### src/rtl/sd_access_arbiter.sv
// Two-requester round-robin arbiter in front of one sd_card_controller.
// Serialises whole-block transactions, issues the execute pulse, routes
// strobes/data to the owner and reports done/timeout per transaction.
// All state updates on the falling clock edge, matching the controller.
module sd_access_arbiter #(
   parameter int unsigned START_TIMEOUT = 1024,
   parameter int unsigned CNT_W         = 11
) (
   input  logic        clk,
   input  logic        rst,
   input  logic        req0,
   input  logic        req1,
   input  logic        op0,
   input  logic        op1,
   input  logic [31:0] addr0,
   input  logic [31:0] addr1,
   input  logic [7:0]  wdata0,
   input  logic [7:0]  wdata1,
   output logic        grant0,
   output logic        grant1,
   output logic        byte_stb0,
   output logic        byte_stb1,
   output logic        blk_done0,
   output logic        blk_done1,
   output logic        done0,
   output logic        done1,
   output logic        err0,
   output logic        err1,
   output logic [7:0]  rdata,
   output logic [9:0]  xfer_count,
   output logic        sd_op_code,
   output logic        sd_execute,
   output logic [31:0] sd_block_address,
   output logic [7:0]  sd_outgoing_byte,
   input  logic [7:0]  sd_incoming_byte,
   input  logic        sd_finished_byte,
   input  logic        sd_finished_block,
   input  logic        sd_busy
);

   typedef enum logic [2:0] {IDLE, ISSUE, WAIT_START, ACTIVE, RELEASE} state_t;

   // Timeout fires on the edge where the counter would reach START_TIMEOUT,
   // so done/err appear START_TIMEOUT+1 cycles after the execute cycle.
   localparam logic [CNT_W-1:0] TO_LAST  = CNT_W'(START_TIMEOUT - 1);
   localparam logic [9:0]       XFER_MAX = 10'd1023;

   state_t            state_q, state_d;
   logic              grant0_q, grant0_d, grant1_q, grant1_d;
   logic              winner_q, winner_d;
   logic              rr_q, rr_d;
   logic              op_q, op_d;
   logic [31:0]       addr_q, addr_d;
   logic [CNT_W-1:0]  cnt_q, cnt_d;
   logic [9:0]        xfer_q, xfer_d;
   logic              done0_q, done0_d, done1_q, done1_d;
   logic              err0_q, err0_d, err1_q, err1_d;
   logic              win;
   logic              active;

   // Next-state and register-update decode for the transaction sequencer
   always_comb begin
      state_d  = state_q;
      grant0_d = grant0_q;
      grant1_d = grant1_q;
      winner_d = winner_q;
      rr_d     = rr_q;
      op_d     = op_q;
      addr_d   = addr_q;
      cnt_d    = cnt_q;
      xfer_d   = xfer_q;
      done0_d  = 1'b0;
      done1_d  = 1'b0;
      err0_d   = 1'b0;
      err1_d   = 1'b0;
      win      = 1'b0;
      unique case (state_q)
         IDLE: begin
            if (!sd_busy && (req0 || req1)) begin
               win      = (req0 && req1) ? rr_q : req1;
               winner_d = win;
               grant0_d = ~win;
               grant1_d = win;
               op_d     = win ? op1 : op0;
               addr_d   = win ? addr1 : addr0;
               xfer_d   = '0;
               state_d  = ISSUE;
            end
         end
         ISSUE: begin
            cnt_d   = '0;
            state_d = WAIT_START;
         end
         WAIT_START: begin
            if (sd_busy) begin
               state_d = ACTIVE;
            end else if (cnt_q == TO_LAST) begin
               done0_d = ~winner_q;
               done1_d = winner_q;
               err0_d  = ~winner_q;
               err1_d  = winner_q;
               state_d = RELEASE;
            end else begin
               cnt_d = cnt_q + 1'b1;
            end
         end
         ACTIVE: begin
            if (sd_finished_byte && (xfer_q != XFER_MAX)) begin
               xfer_d = xfer_q + 1'b1;
            end
            if (!sd_busy) begin
               done0_d = ~winner_q;
               done1_d = winner_q;
               state_d = RELEASE;
            end
         end
         RELEASE: begin
            grant0_d = 1'b0;
            grant1_d = 1'b0;
            rr_d     = ~winner_q;
            state_d  = IDLE;
         end
         default: state_d = IDLE;
      endcase
   end

   // Falling-edge state register with asynchronous abort on reset
   always_ff @(negedge clk or posedge rst) begin
      if (rst) begin
         state_q  <= IDLE;
         grant0_q <= 1'b0;
         grant1_q <= 1'b0;
         winner_q <= 1'b0;
         rr_q     <= 1'b0;
         op_q     <= 1'b0;
         addr_q   <= '0;
         cnt_q    <= '0;
         xfer_q   <= '0;
         done0_q  <= 1'b0;
         done1_q  <= 1'b0;
         err0_q   <= 1'b0;
         err1_q   <= 1'b0;
      end else begin
         state_q  <= state_d;
         grant0_q <= grant0_d;
         grant1_q <= grant1_d;
         winner_q <= winner_d;
         rr_q     <= rr_d;
         op_q     <= op_d;
         addr_q   <= addr_d;
         cnt_q    <= cnt_d;
         xfer_q   <= xfer_d;
         done0_q  <= done0_d;
         done1_q  <= done1_d;
         err0_q   <= err0_d;
         err1_q   <= err1_d;
      end
   end

   // Output routing from the registered grant; byte strobes only count in ACTIVE
   always_comb begin
      active           = (state_q == ACTIVE);
      grant0           = grant0_q;
      grant1           = grant1_q;
      done0            = done0_q;
      done1            = done1_q;
      err0             = err0_q;
      err1             = err1_q;
      xfer_count       = xfer_q;
      sd_op_code       = op_q;
      sd_block_address = addr_q;
      sd_execute       = (state_q == ISSUE);
      sd_outgoing_byte = grant1_q ? wdata1 : wdata0;
      rdata            = sd_incoming_byte;
      byte_stb0        = grant0_q & sd_finished_byte & active;
      byte_stb1        = grant1_q & sd_finished_byte & active;
      blk_done0        = grant0_q & sd_finished_block;
      blk_done1        = grant1_q & sd_finished_block;
   end

endmodule

### config.mk
export PLATFORM = sky130hd
export DESIGN_NAME = sd_access_arbiter
export DESIGN_NICKNAME = d
export VERILOG_FILES = /design/src/rtl/sd_access_arbiter.sv
export SDC_FILE = /design/constraint.sdc
export NUM_CORES = 1
export LEC_CHECK = 0
export BUFFER_PORTS_ARGS = -buffer_cell sky130_fd_sc_hd__buf_2
export CAP_MARGIN = 10
export CORE_MARGIN = 3
export CORE_UTILIZATION = 25
export CTS_CLUSTER_DIAMETER = 200
export DETAILED_ROUTE_END_ITERATION = 10
export PLACE_DENSITY = 0.57
export SLEW_MARGIN = 5
export SYNTH_ARGS = -nofsm -noshare
export SYNTH_HDL_FRONTEND = slang
export SYNTH_SLANG_ARGS = --single-unit
### constraint.sdc
create_clock -name clk -period 2.6 [get_ports clk]
set_input_delay 0.39 -clock clk [delete_from_list [all_inputs] [get_ports clk]]
set_output_delay 0.39 -clock clk [all_outputs]
set_load 0.01 [all_outputs]
=== Word level (Yosys, flattened, before mapping) ===
Cells that the tools add are included.

* ROM bits: 0
* Input bits: 97
* Memories kept: 0
* Output and inout port bits: 70
* Memory bits (writable): 0
* Register bits: 65
* Bits in latches: 0

* Multiply operators: 0
* Add/sub/neg operators: 2
* Eq/ne operators: 12
* Reductions and logical operators: 14
* $lt $le $gt $ge: 0
* Div/mod/pow operators: 0
* Bitwise logic cells: 8
* Muxes and demuxes: 29
* Shifts and indexed selects: 0

{| class="wikitable"
|+ Operators with widths
! kind !! count
|-
| $mux W32 || 1
|-
| $mux W11 || 2
|-
| $pmux W11 S2 || 1
|-
| $mux W10 || 2
|-
| $pmux W10 S2 || 1
|-
| $mux W1 || 12
|-
| $mux W3 || 4
|-
| $pmux W3 S4 || 1
|-
| $add A11 B1 Y11 const B || 1
|-
| $eq A11 B10 Y1 const B || 1
|-
| $add A10 B1 Y10 const B || 1
|-
| $ne A10 B10 Y1 const B || 1
|-
| $reduce_and A3 Y1 || 3
|-
| $mux W8 || 1
|-
| $ne A2 B2 Y1 const B || 4
|-
| $pmux W1 S2 || 4
|-
| $and A1 B1 Y1 || 6
|-
| $eq A3 B2 Y1 const B || 2
|-
| $reduce_bool A2 Y1 || 3
|-
| $reduce_and A2 Y1 || 2
|-
| $eq A3 B1 Y1 const B || 1
|-
| $eq A3 B3 Y1 const B || 1
|-
| $logic_and A1 B1 Y1 || 3
|-
| $logic_not A3 Y1 || 1
|-
| 5 further kinds || 6
|}

=== Depth between registers and ports, before layout ===
* Depth after elaboration: 5
* Gate-level depth with buffers: 7

==> impl_metrics.env <==
export IMPL_status="finished with violations"
export IMPL_violations="negative setup slack"
export IMPL_min_to="sd_block_address[27]"
export IMPL_dp_cells=666
export IMPL_yosys_top_cells_area="dfrtn_1, mux2i_1, o21ai_0"
export IMPL_h_tree_depth=3
export IMPL_relSlewSlack=0.735
export IMPL_ys_warnings_count=0
export IMPL_vias_per_cell=4.62
export IMPL_synth_area_per_cell_um2=9.91
export IMPL_nFillCells=1315
export IMPL_rr_endpoint="xfer_count[7]"
export IMPL_cts_tree="yes"
export IMPL_synth_area_mm2=0.00339
export IMPL_path_max_fanout=10
export IMPL_yosysTopAreaCell="dfrtn_1"
export IMPL_wirelength_mm=9.24
export IMPL_post_route_cell_area_mm2=0.00506
export IMPL_grt_pass1_vias=3102
export IMPL_cts_sinks=65
export IMPL_port_buffers=150
export IMPL_synth_nets=441
export IMPL_die_w_um=122
export IMPL_start_kind="flip-flop"
export IMPL_routed_via_count=3203
export IMPL_p_leak_nw=2.64
export IMPL_synth_ff_type="dfrtn_1"
export IMPL_layout_common_cells="buf_2, dfrtn_1, nand2_1, o21ai_0, mux2i_1"
export IMPL_syn_to_final_growth_pct=49.2
export IMPL_antenna_found_initial=0
export IMPL_irDropWorstVdd_mv=0.343
export IMPL_max_clock_path_buffers=2
export IMPL_drtAntennaViolNets=0
export IMPL_gp_congestion=0.831
export IMPL_clock_latency_ns=0.33
export IMPL_yosysSeqAreaShare=0.480
export IMPL_grt_start_max_net_pins=66
export IMPL_layout_drive_gt1_share=0.444
export IMPL_final_max_slew_violation_count=0
export IMPL_worst_pin_slew_ns=0.395
export IMPL_setup_tns_ns=-5.53
export IMPL_cts_buffers=9
export IMPL_postCtsHoldBufs=0
export IMPL_hold_viol=0
export IMPL_drc=0
export IMPL_arrival_ns=2.70
export IMPL_n_antenna_cell=0
export IMPL_required_ns=2.21
export IMPL_grt_usage=0.122
export IMPL_wire_per_inst_um=13.3
export IMPL_power_mw=4.73
export IMPL_worstSetupEndpointType="primary output"
export IMPL_coreArea_mm2=0.0129
export IMPL_die_h_um=122
export IMPL_min_path_type="reg -> reg"
export IMPL_ff2ff_path_depth=6
export IMPL_ioPinCount=167
export IMPL_powerDensity_mw_per_mm2=936
export IMPL_nets=617
export IMPL_rrSetupSlack_ns=0.63
export IMPL_min_from="sd_block_address[27]"
export IMPL_fin_ws_ns=-0.487
export IMPL_holdPathStages=2
export IMPL_synth_top_area_share=0.480
export IMPL_synth_edf_count=0
export IMPL_ys_ff_latch=65
export IMPL_firstDrtPassIters=4
export IMPL_grt_pass1_wl_mm=14.8
export IMPL_async_reset_ff_frac=1.00
export IMPL_clkTransAtPathRegs_ns=0.04
export IMPL_skew_ns=0.00608
export IMPL_dp_hpwl_mm=6.90
export IMPL_dieArea_mm2=0.0150
export IMPL_drv_cap=0
export IMPL_crit_type="reg -> out"
export IMPL_cts_root_buffer="clkbuf_16"
export IMPL_drt_initial_drc_count=199
export IMPL_r2r_start="xfer_count[0]"
export IMPL_core_rowCount=41
export IMPL_grt_setup_unrepaired="yes"
export IMPL_overflow=0
export IMPL_finalSetupViolCount=15
export IMPL_layout_commonest_cell="buf_2"
export IMPL_fin_cells=694
export IMPL_hold_slack_ns=0.420
export IMPL_ys_types=47
export IMPL_syn_instance_count=342
export IMPL_initial_core_util=0.262
export IMPL_dpl_cell_area_mm2=0.00454
cell type report:
| type | count | area, µm² | area share |
|---|---|---|---|
| Inverter | 7 | 30.0 | 0.00594 |
| Tap cell | 172 | 215 | 0.0426 |
| Clock inverter | 3 | 65.1 | 0.0129 |
| Timing Repair Buffer | 193 | 1250 | 0.247 |
| Multi-Input combinational cell | 242 | 1620 | 0.321 |
| Sequential cell | 65 | 1630 | 0.322 |
| Clock buffer | 12 | 246 | 0.0488 |
power breakdown:
part | leakage [nW] | internal (mW) | switching [mW]
registers | 0.845 | 1.37 | 0.213
logic | 1.64 | 0.921 | 0.967
clock network | 0.153 | 0.858 | 0.401
total | 2.64 | 3.15 | 1.58
worst max-delay path, stage by stage (launching register included):
cell     delay (ns)
dfrtn_1        0.46
buf_12         0.14
mux2_2         0.35
buf_6          0.12
cell families after synthesis:
group                    count (synthesis)  share of synthesized area
flip-flops                              65                      0.480
buffers and inverters                   35                     0.0532
adder cells (fa/ha/maj)                  2                    0.00738
multiplexers                            44                      0.133
AND/OR/NAND/NOR                        111                      0.172
AO/OA/AOI/OAI                           85                      0.155
metrics by stage:
step,worst slack [ns],utilization
2_1_floorplan,-0.0918,-
3_3_place_gp,-0.218,0.351
3_5_place_dp,-0.240,0.351
4_1_cts,-0.501,0.388
5_1_grt,-0.525,0.391
6_report,-0.487,0.391
synthesized netlist by cell type, types with 4 or more instances:
| master | n |
|---|---|
| mux2_2 | 8 |
| nand3_1 | 6 |
| o31ai_1 | 12 |
| nand2_1 | 49 |
| a21oi_1 | 8 |
| buf_4 | 10 |
| a31oi_1 | 8 |
| clkbuf_1 | 14 |
| nor2_1 | 13 |
| mux2i_1 | 36 |
| and2_1 | 4 |
| inv_1 | 7 |
| nor3_1 | 4 |
| and3_1 | 7 |
| o21ai_0 | 42 |
| dfrtn_1 | 65 |
sequential cells by signal, summed over array words and instances, names as in the netlist:
register,cells
grant1,1
winner_q,1
rr_q,1
err1,1
done0,1
done1,1
err0,1
state_q,3
sd_block_address,32
xfer_count,10
cnt_q,11
grant0,1
sd_op_code,1
what timing repair did:
action / CTS / global route
setup buffers: 11 / 2
gates resized for setup: 14 / 4
endpoints found under the setup margin: 23 / 28
pin swaps: 1 / 1
layer usage:
metal / GRT usage / vias to the layer above / wire length (µm)
li1: - / 1579 / -
met1: 0.155 / 1483 / 3940
met2: 0.201 / 129 / 4480
met3: 0.0336 / 12 / 740
met4: 0.0364 / 0 / 77
met5: 0 / - / 0
worst max path at each step:
stage,startpoint,to,slack (ns),depth (start not counted)
6_report,grant1,sd_outgoing_byte[6],-0.49,3
2_1_floorplan,grant1,sd_outgoing_byte[0],-0.09,2
3_5_place_dp,sd_finished_byte,xfer_count[7],-0.24,4
5_1_grt,grant1,sd_outgoing_byte[6],-0.52,3
3_3_place_gp,req0,sd_block_address[29],-0.22,6
4_1_cts,grant1,sd_outgoing_byte[2],-0.50,3
Power figures use the tool's default switching activity.
